File: config.mk
export PLATFORM = sky130hd
export DESIGN_NAME = pipe_hazard_ctrl_flat
export DESIGN_NICKNAME = d
export VERILOG_FILES = /design/src/rtl/pipe_hazard_ctrl_pkg.sv /design/src/rtl/pipe_hazard_ctrl_if.sv /design/src/rtl/pipe_hazard_ctrl_sat_counter.sv /design/src/rtl/pipe_hazard_ctrl.sv /design/src/flat_wrapper.sv
export SDC_FILE = /design/constraint.sdc
export NUM_CORES = 1
export LEC_CHECK = 0
export CAP_MARGIN = 0
export CORE_MARGIN = 2
export CORE_UTILIZATION = 43
export CTS_CLUSTER_SIZE = 10
export DETAILED_ROUTE_END_ITERATION = 7
export GPL_ROUTABILITY_DRIVEN = 0
export MAX_ROUTING_LAYER = met4
export PLACE_DENSITY = 0.95
export SKIP_CTS_REPAIR_TIMING = 1
export SKIP_LAST_GASP = 1
export SLEW_MARGIN = 20
export SYNTH_ARGS = -nofsm -noshare
export SYNTH_HDL_FRONTEND = slang
export SYNTH_SLANG_ARGS = --single-unit
File: constraint.sdc
create_clock -name clk -period 5.55 [get_ports clk]
set_clock_uncertainty 0.1 [all_clocks]
set_input_delay 0.8325 -clock clk [delete_from_list [all_inputs] [get_ports clk]]
set_output_delay 0.8325 -clock clk [all_outputs]
set_load 0.02 [all_outputs]
File: src/rtl/pipe_hazard_ctrl_pkg.sv
// Shared types for the pipeline hazard sequencer: FSM states, priority rule codes, reset PC.
// Imported by pipe_hazard_ctrl; the optional statistics are selected with PRED_STATS_EN.
package hazard_pkg;

    typedef enum logic [1:0] {
        IDLE,
        IMISS,
        IMISS_REDIR
    } state_t;

    typedef enum logic [2:0] {
        RULE_NONE,
        RULE_DMISS,
        RULE_MISPRED,
        RULE_LOAD_USE,
        RULE_JUMP,
        RULE_IMISS
    } rule_t;

    localparam logic [31:0] RESET_PC = 32'h0000_0000;

    // Oldest blocking condition wins; lower-priority requests are ignored this cycle.
    function automatic rule_t pick_rule(input logic dmiss, input logic mispred,
                                        input logic load_use, input logic jump,
                                        input logic imiss);
        if (dmiss)         return RULE_DMISS;
        else if (mispred)  return RULE_MISPRED;
        else if (load_use) return RULE_LOAD_USE;
        else if (jump)     return RULE_JUMP;
        else if (imiss)    return RULE_IMISS;
        else               return RULE_NONE;
    endfunction

endpackage

File: src/rtl/pipe_hazard_ctrl_if.sv
// Hazard request / pipeline control bundle between the pipeline (master) and the sequencer (slave).
interface pipe_hazard_ctrl_if #(parameter int CNT_W = 32);

    logic             icache_miss_f;
    logic             dcache_miss_m;
    logic             load_use_d;
    logic             jump_d;
    logic [31:0]      jump_target_d;
    logic             mispredict_e;
    logic [31:0]      redirect_target_e;
    logic             branch_e;

    logic             stall_f, stall_d, stall_e, stall_m;
    logic             flush_d, flush_e, flush_m, flush_w;
    logic             pc_redirect;
    logic [31:0]      pc_target;
    logic             redirect_pending;
    logic [CNT_W-1:0] cycle_cnt, branch_cnt, mispred_cnt;

    modport master (
        output icache_miss_f, dcache_miss_m, load_use_d, jump_d, jump_target_d,
               mispredict_e, redirect_target_e, branch_e,
        input  stall_f, stall_d, stall_e, stall_m, flush_d, flush_e, flush_m, flush_w,
               pc_redirect, pc_target, redirect_pending, cycle_cnt, branch_cnt, mispred_cnt
    );

    modport slave (
        input  icache_miss_f, dcache_miss_m, load_use_d, jump_d, jump_target_d,
               mispredict_e, redirect_target_e, branch_e,
        output stall_f, stall_d, stall_e, stall_m, flush_d, flush_e, flush_m, flush_w,
               pc_redirect, pc_target, redirect_pending, cycle_cnt, branch_cnt, mispred_cnt
    );

endinterface

File: src/rtl/pipe_hazard_ctrl_sat_counter.sv
// Saturating up-counter used for the optional predictor statistics.
module sat_counter #(
    parameter int W = 32
) (
    input  logic         clk,
    input  logic         rst,
    input  logic         inc,
    output logic [W-1:0] count
);

    always_ff @(posedge clk or posedge rst) begin
        if (rst)
            count <= '0;
        else if (inc && count != {W{1'b1}})
            count <= count + W'(1);
    end

endmodule

File: src/rtl/pipe_hazard_ctrl.sv
// Stall/flush sequencer for the 5-stage pipeline with redirect hold-and-replay across I-cache misses.
// Define PRED_STATS_EN to build the cycle/branch/mispredict statistics counters.
module pipe_hazard_ctrl
    import hazard_pkg::*;
#(
    parameter int CNT_W = 32
) (
    input logic              clk,
    input logic              rst,
    pipe_hazard_ctrl_if.slave bus
);

    state_t      state;
    logic [31:0] pend_target;
    logic        pending;
    rule_t       rule;
    logic        replay;
    logic        redir_req;
    logic        latch_redir;
    logic [31:0] redir_target;

    always_comb begin
        // NOTE: every combinational output gets a default first so no latch is inferred.
        rule             = pick_rule(bus.dcache_miss_m, bus.mispredict_e, bus.load_use_d,
                                     bus.jump_d, bus.icache_miss_f);
        replay           = (state == IMISS_REDIR) && !bus.icache_miss_f && !bus.dcache_miss_m;
        redir_req        = 1'b0;
        redir_target     = RESET_PC;
        bus.stall_f      = 1'b0;
        bus.stall_d      = 1'b0;
        bus.stall_e      = 1'b0;
        bus.stall_m      = 1'b0;
        bus.flush_d      = 1'b0;
        bus.flush_e      = 1'b0;
        bus.flush_m      = 1'b0;
        bus.flush_w      = 1'b0;
        bus.pc_redirect  = 1'b0;
        bus.pc_target    = '0;

        if (replay) begin
            // D holds a stale wrong-path fetch, so D-stage requests are moot; only EX can override.
            bus.pc_redirect = 1'b1;
            bus.flush_d     = 1'b1;
            bus.flush_e     = bus.mispredict_e;
            bus.pc_target   = bus.mispredict_e ? bus.redirect_target_e : pend_target;
        end else begin
            unique case (rule)
                RULE_DMISS: begin
                    bus.stall_f = 1'b1;
                    bus.stall_d = 1'b1;
                    bus.stall_e = 1'b1;
                    bus.stall_m = 1'b1;
                    bus.flush_w = 1'b1;
                end
                RULE_MISPRED: begin
                    bus.flush_d  = 1'b1;
                    bus.flush_e  = 1'b1;
                    redir_req    = 1'b1;
                    redir_target = bus.redirect_target_e;
                end
                RULE_LOAD_USE: begin
                    bus.stall_f = 1'b1;
                    bus.stall_d = 1'b1;
                    bus.flush_e = 1'b1;
                end
                RULE_JUMP: begin
                    bus.flush_d  = 1'b1;
                    redir_req    = 1'b1;
                    redir_target = bus.jump_target_d;
                end
                RULE_IMISS: begin
                    bus.stall_f = 1'b1;
                    bus.flush_d = 1'b1;
                end
                default: ;
            endcase

            if (redir_req) begin
                if (bus.icache_miss_f) begin
                    bus.stall_f = 1'b1;
                end else begin
                    bus.pc_redirect = 1'b1;
                    bus.pc_target   = redir_target;
                end
            end
        end
    end

    assign latch_redir = redir_req && bus.icache_miss_f;

    // NOTE: sequential state uses non-blocking assignments so every flop samples pre-edge values.
    always_ff @(posedge clk or posedge rst) begin
        if (rst) begin
            state       <= IDLE;
            pend_target <= RESET_PC;
            pending     <= 1'b0;
        end else begin
            unique case (state)
                IDLE, IMISS: begin
                    if (latch_redir) begin
                        state       <= IMISS_REDIR;
                        pend_target <= redir_target;
                        pending     <= 1'b1;
                    end else begin
                        state <= bus.icache_miss_f ? IMISS : IDLE;
                    end
                end
                IMISS_REDIR: begin
                    if (replay) begin
                        state   <= IDLE;
                        pending <= 1'b0;
                    end else if (latch_redir) begin
                        pend_target <= redir_target;
                    end
                end
                default: begin
                    state   <= IDLE;
                    pending <= 1'b0;
                end
            endcase
        end
    end

    assign bus.redirect_pending = pending;

    logic [CNT_W-1:0] cycle_cnt, branch_cnt, mispred_cnt;

`ifdef PRED_STATS_EN
    // A branch held under a D-miss re-resolves later, so it counts only when EX advances.
    sat_counter #(.W(CNT_W)) u_cycle_cnt (
        .clk(clk), .rst(rst), .inc(1'b1), .count(cycle_cnt)
    );
    sat_counter #(.W(CNT_W)) u_branch_cnt (
        .clk(clk), .rst(rst), .inc(bus.branch_e && !bus.stall_e), .count(branch_cnt)
    );
    sat_counter #(.W(CNT_W)) u_mispred_cnt (
        .clk(clk), .rst(rst), .inc(bus.mispredict_e && !bus.stall_e), .count(mispred_cnt)
    );
`else
    logic stats_unused;
    assign stats_unused = bus.branch_e;
    assign cycle_cnt    = '0;
    assign branch_cnt   = '0;
    assign mispred_cnt  = '0;
`endif

    assign bus.cycle_cnt   = cycle_cnt;
    assign bus.branch_cnt  = branch_cnt;
    assign bus.mispred_cnt = mispred_cnt;

endmodule

File: src/flat_wrapper.sv
// flat-port wrapper written by rule: the top's interface ports become plain ports
module pipe_hazard_ctrl_flat import hazard_pkg::*;
#(
    parameter int CNT_W = 32
)
  (clk, rst, bus_icache_miss_f, bus_dcache_miss_m, bus_load_use_d, bus_jump_d, bus_jump_target_d, bus_mispredict_e, bus_redirect_target_e, bus_branch_e, bus_stall_f, bus_stall_d, bus_stall_e, bus_stall_m, bus_flush_d, bus_flush_e, bus_flush_m, bus_flush_w, bus_pc_redirect, bus_pc_target, bus_redirect_pending, bus_cycle_cnt, bus_branch_cnt, bus_mispred_cnt);
  pipe_hazard_ctrl_if #(.CNT_W(CNT_W)) bus_i ();
  input logic clk;
  input logic rst;
  input wire logic [$bits(bus_i.icache_miss_f)-1:0] bus_icache_miss_f;
  input wire logic [$bits(bus_i.dcache_miss_m)-1:0] bus_dcache_miss_m;
  input wire logic [$bits(bus_i.load_use_d)-1:0] bus_load_use_d;
  input wire logic [$bits(bus_i.jump_d)-1:0] bus_jump_d;
  input wire logic [$bits(bus_i.jump_target_d)-1:0] bus_jump_target_d;
  input wire logic [$bits(bus_i.mispredict_e)-1:0] bus_mispredict_e;
  input wire logic [$bits(bus_i.redirect_target_e)-1:0] bus_redirect_target_e;
  input wire logic [$bits(bus_i.branch_e)-1:0] bus_branch_e;
  output wire logic [$bits(bus_i.stall_f)-1:0] bus_stall_f;
  output wire logic [$bits(bus_i.stall_d)-1:0] bus_stall_d;
  output wire logic [$bits(bus_i.stall_e)-1:0] bus_stall_e;
  output wire logic [$bits(bus_i.stall_m)-1:0] bus_stall_m;
  output wire logic [$bits(bus_i.flush_d)-1:0] bus_flush_d;
  output wire logic [$bits(bus_i.flush_e)-1:0] bus_flush_e;
  output wire logic [$bits(bus_i.flush_m)-1:0] bus_flush_m;
  output wire logic [$bits(bus_i.flush_w)-1:0] bus_flush_w;
  output wire logic [$bits(bus_i.pc_redirect)-1:0] bus_pc_redirect;
  output wire logic [$bits(bus_i.pc_target)-1:0] bus_pc_target;
  output wire logic [$bits(bus_i.redirect_pending)-1:0] bus_redirect_pending;
  output wire logic [$bits(bus_i.cycle_cnt)-1:0] bus_cycle_cnt;
  output wire logic [$bits(bus_i.branch_cnt)-1:0] bus_branch_cnt;
  output wire logic [$bits(bus_i.mispred_cnt)-1:0] bus_mispred_cnt;
  assign bus_i.icache_miss_f = bus_icache_miss_f;
  assign bus_i.dcache_miss_m = bus_dcache_miss_m;
  assign bus_i.load_use_d = bus_load_use_d;
  assign bus_i.jump_d = bus_jump_d;
  assign bus_i.jump_target_d = bus_jump_target_d;
  assign bus_i.mispredict_e = bus_mispredict_e;
  assign bus_i.redirect_target_e = bus_redirect_target_e;
  assign bus_i.branch_e = bus_branch_e;
  assign bus_stall_f = bus_i.stall_f;
  assign bus_stall_d = bus_i.stall_d;
  assign bus_stall_e = bus_i.stall_e;
  assign bus_stall_m = bus_i.stall_m;
  assign bus_flush_d = bus_i.flush_d;
  assign bus_flush_e = bus_i.flush_e;
  assign bus_flush_m = bus_i.flush_m;
  assign bus_flush_w = bus_i.flush_w;
  assign bus_pc_redirect = bus_i.pc_redirect;
  assign bus_pc_target = bus_i.pc_target;
  assign bus_redirect_pending = bus_i.redirect_pending;
  assign bus_cycle_cnt = bus_i.cycle_cnt;
  assign bus_branch_cnt = bus_i.branch_cnt;
  assign bus_mispred_cnt = bus_i.mispred_cnt;
  pipe_hazard_ctrl #(.CNT_W(CNT_W)) u_core (.clk(clk), .rst(rst), .bus(bus_i));
endmodule
# Word-level counts from Yosys, hierarchy flattened
# Cells that the tools add are included.
[classes]
eq_ne = 10
mux = 39
n_reduce_logical = 15
[op_table]
columns = ["operator", "count"]
rows = [
  ["two-way mux 32 bit", 7],
  ["one-hot mux 32 bit (2 select lines)", 2],
  ["two-way mux 1 bit", 21],
  ["two-way mux 3 bit", 5],
  ["OR reduction 2 bit", 4],
  ["equality test 3 x 2 -> 1 bit (second input constant)", 2],
  ["equality test 3 bit (second input constant)", 2],
  ["OR reduction 3 bit", 2],
  ["two-way mux 2 bit", 2],
  ["inequality test 2 x 1 -> 1 bit (second input constant)", 2],
  ["one-hot mux 2 bit (2 select lines)", 1],
  ["AND reduction 2 bit", 2],
  ["equality test 3 x 1 -> 1 bit (second input constant)", 1],
  ["logical AND 1 bit", 3],
  ["equality test 2 x 1 -> 1 bit (second input constant)", 1],
  ["equality test 2 bit (second input constant)", 1],
  ["zero test 1 bit", 2],
  ["zero test 2 bit", 1],
  ["inequality test 2 bit (second input constant)", 1],
  ["one-hot mux 1 bit (2 select lines)", 1],
  ["nonzero test 2 bit", 1],
]
[totals]
reg_bits = 35
inputBits = 72
out_inout_bits = 138
elab_cells = 67

# Depth between registers and ports, before layout
[logic_depth]
word_depth = 14
ltp_mapped = 5
mapped_depth_nobuf = 3

# Worst setup path before layout
# No wires, ideal clock.
[synth_timing]
path_kind = "input to output"
start = "input port bus_mispredict_e"
end = "output port bus_pc_target[27]"
t_arrival_ps = 2174
required_ps = 4618
setup_slack_ps = 2443
stages = 5
path_buffers = 2
cell_sequence = "buf_2 -> nor3b_2 -> clkbuf_1 -> a21boi_0 -> o32ai_1"
[synth_via]
elab_chain_len = 8
elab_cells_between_ends = 12
[synth_lines]
columns = ["element", "line_no", "text"]
rows = [
  ["from (decl)", "flat_wrapper.sv:15", "input wire logic [$bits(bus_i.mispredict_e)-1:0] bus_mispredict_e;"],
  ["two-way mux 3 bit", "pipe_hazard_ctrl_pkg.sv:27", "else if (mispred) return RULE_MISPRED;"],
  ["two-way mux 3 bit", "pipe_hazard_ctrl_pkg.sv:26", "if (dmiss) return RULE_DMISS;"],
  ["equality test 3 x 2 -> 1 bit / equality test 3 bit (equally long branches)", "pipe_hazard_ctrl.sv:47", "unique case (rule)"],
  ["OR reduction 2 bit (no line)", "-", ""],
  ["two-way mux 1 bit", "pipe_hazard_ctrl.sv:47", ""],
  ["two-way mux 1 bit", "pipe_hazard_ctrl.sv:40", "if (replay) begin"],
  ["two-way mux 32 bit", "pipe_hazard_ctrl.sv:78", "if (redir_req) begin"],
  ["two-way mux 32 bit (*)", "pipe_hazard_ctrl.sv:40", ""],
  ["to (decl)", "flat_wrapper.sv:27", "output wire logic [$bits(bus_i.pc_target)-1:0] bus_pc_target;"],
]
# Mark *: on every way between the ends. The rest lies on a longest branch, timed or not. The select of a mux whose other input is x is not followed.

# Worst setup path in the final report
[layout_timing]
start = "input port bus_mispredict_e"
end = "output port bus_pc_target[3]"
# Same word-level chain as after synthesis.

==> flow_summary_export.csv <==
group,metric,value,unit
flow_run,drv_cap,0,
global_routing,grt_pass1_vias,3170,
placement,dpl.hpwl,6810,µm
route,dr.pass1.iters,5,
global_routing,grt_pass1_wl,15200,µm
floorplanning,core-area,0.00830,mm²
sta,fin_crit_sh,0.826,
clocking,cts_buffers,5,
finish,n_antenna_cell,0,
finish,area_delta_synth_final,21.5,%
route,post_drt_wl_per_cell,15.8,µm
placement,io_buffers,111,
power_and_ir_drop,power.density,178,mW/mm²
finish,drive_gt1_frac,0.106,
synth,synthCells,424,
synth,ys_warn_count,0,
sta,fin_crit,4.59,ns
route,num_vias,3256,
synth,synth_enable_flop_cells,0,
floorplanning,die_h,97.1,µm
worst_setup_path,r2r-end,"u_core.pend_target[22]",
global_routing,antenna_found_initial,0,
power_and_ir_drop,p_leak,1.90,nW
sta,drv_slew,0,
worst_setup_path,setup.worst_path.class,"in -> out",
sta,setup_tns,0,ns
worst_setup_path,critPathArrivalTime,3.65,ns
finish,final_area,0.00453,mm²
worst_setup_path,cp-end-kind,"output pin",
finish,nFillCells,736,
sta,fmax,0.218,GHz
worst_setup_path,start_kind,"input port",
clocking,root_buffer,"clkbuf_8",
sta,hold_viol,0,
worst_setup_path,r2r_cells,4,
hold_path,hold_path_class,"reg -> reg",
floorplanning,initial_core_util,0.449,
finish,most-common-layout-cells,"clkdlybuf4s50_1 (110), conb_1 (97), a21boi_0 (62), nand2_1 (36), dfrtp_1 (35)",
worst_setup_path,critPathMostFrequentCell,"clkdlybuf4s50_1",
route,drc_errors,0,
route,drt_iter0_drc,160,
route,via_per_inst,5.29,
route,postRouteAntennaNets,0,
clocking,clockBufferDepth,2,
synth,yosysUniqueCellTypes,31,
sta,rsz0062_at_grt,"false",
finish,layout_commonest_cell,"clkdlybuf4s50_1",
worst_setup_path,r2r-start,"u_core.state[1]",
clocking,h-tree-depth,2,
power_and_ir_drop,ir_drop,0.0000939,V
floorplanning,dieArea,0.00942,mm²
sta,worst_pin_slew,1.11,ns
status,status,"complete, no violations",
synth,avgSynthCellArea,8.78,µm²
clocking,clk_pin_slew,0.06,ns
clocking,clk_latency,0.28,ns
finish,nNetsFinal,581,
worst_setup_path,r2r_slack,3.39,ns
global_routing,gr-usage-all-layers,0.200,
sta,setup_viol,0,
worst_setup_path,critPathLaunch,"bus_mispredict_e",
finish,fin_util,0.545,
clocking,cts_tree,"yes",
worst_setup_path,critical_path.max_fanout,39,
global_routing,grt_overflow_total,0,
sta,holdWs,0.389,ns
worst_setup_path,crit_slowest_cell,"clkdlybuf4s50_1",
worst_setup_path,required,4.62,ns
synth,netlist_area,0.00372,mm²
route,drt_wl_total,9710,µm
synth,seq_area_frac_synth,0.235,
floorplanning,die_x,97.1,µm
worst_setup_path,slowest_delay,0.71,ns
floorplanning,num_rows,33,
synth,synth_flop_cell,"dfrtp_1",
synth,ys_ff_latch,35,
global_routing,grt_start_max_net_pins,63,
worst_setup_path,cp_cell_sequence,"clkdlybuf4s50_1 > buf_4 > o2111ai_4 > o32ai_1 > clkdlybuf4s50_1",
clocking,clock-sinks,35,
sta,slew_headroom,0.263,
floorplanning,ios,210,
placement,place_area,0.00444,mm²
worst_setup_path,endpoint,"bus_pc_target[3]",
synth,synthArstFlopShare,1.00,
==> cells in the mapped netlist (2+ instances only) <==
library cell	number	area, µm²
nand2_1	36	135
a21oi_1	2	10.0
dfrtp_1	35	876
mux2_2	26	293
buf_1	2	7.51
o21ai_0	4	20.0
mux2_1	6	67.6
nor2b_1	2	12.5
o32ai_1	22	193
inv_1	4	15.0
a21boi_0	62	465
buf_4	100	751
o22ai_1	33	206
o32ai_2	10	163
clkbuf_1	14	52.6
a21boi_1	2	15.0
buf_6	2	22.5
nand2b_1	34	213
buf_2	16	80.1
==> worst max-delay path: cells and delay by family <==
family	cells	cell delay [ns]
compound gates	2	1.14
buf+inv	3	1.66
==> worst min path at each step <==
| stage | end | slack (ns) | cells past startpoint | from |
|---|---|---|---|---|
| global route | u_core.pend_target[0] | 0.40 | 1 | u_core.pend_target[0] |
| floorplan | u_core.pend_target[15] | 0.35 | 1 | u_core.pend_target[15] |
| global placement | u_core.pend_target[15] | 0.36 | 1 | u_core.pend_target[15] |
| finish | u_core.pend_target[25] | 0.39 | 1 | u_core.pend_target[25] |
| CTS | u_core.pend_target[25] | 0.39 | 1 | u_core.pend_target[25] |
| detailed placement | u_core.pend_target[25] | 0.37 | 1 | u_core.pend_target[25] |
==> area by class of cell <==
| cell class | count | area (µm²) | area share |
|---|---|---|---|
| multi-input combinational | 346 | 2270 | 0.502 |
| tap | 105 | 131 | 0.0290 |
| clock inverter | 1 | 5.00 | 0.00111 |
| sequential | 35 | 876 | 0.194 |
| inverter | 4 | 15.0 | 0.00332 |
| clock buffer | 7 | 76.3 | 0.0169 |
| timing repair buffer | 117 | 1150 | 0.254 |
==> sequential cells by signal (all words and copies together) (netlist names) <==
signal / flops
u_core.bus.redirect_pending: 1
u_core.pend_target: 32
u_core.state: 2
==> per-layer routing <==
| metal | up-vias | track usage | share of wire |
|---|---|---|---|
| met5 | - | - | 0 |
| met4 | 0 | 0.0715 | 0.019 |
| met3 | 17 | 0.0295 | 0.068 |
| met2 | 178 | 0.364 | 0.53 |
| met1 | 1568 | 0.221 | 0.38 |
| li1 | 1493 | - | - |
==> power breakdown <==
group	internal [W]	switching (W)	total, W	leakage, nW
Clock	0.0000880	0.0000886	0.000177	0.0422
Combinational	0.000137	0.000183	0.000319	1.39
Sequential	0.000291	0.0000193	0.000310	0.465
==> cells by family (layout without fill, tap and decap cells) <==
family,count (synthesis),in the layout,share of synthesized area
AOI/OAI and AO/OA,140,140,0.305
buffers and inverters,139,129,0.253
DFF,35,35,0.235
muxes,32,32,0.0968
other,1,97,0.00101
and+or+nand+nor,77,77,0.109
==> per-stage QoR <==
stage                     total power [W]  instances  setup slack [ns]
final                            0.000806        615             0.964
after global routing             0.000852        615             0.832
after CTS                        0.000810        615             0.968
after detailed placement         0.000632        607             0.988
after global placement           0.000620        607             0.984
after floorplan                  0.000574        520              2.44
No activity file was read; power rests on OpenSTA's default activity.
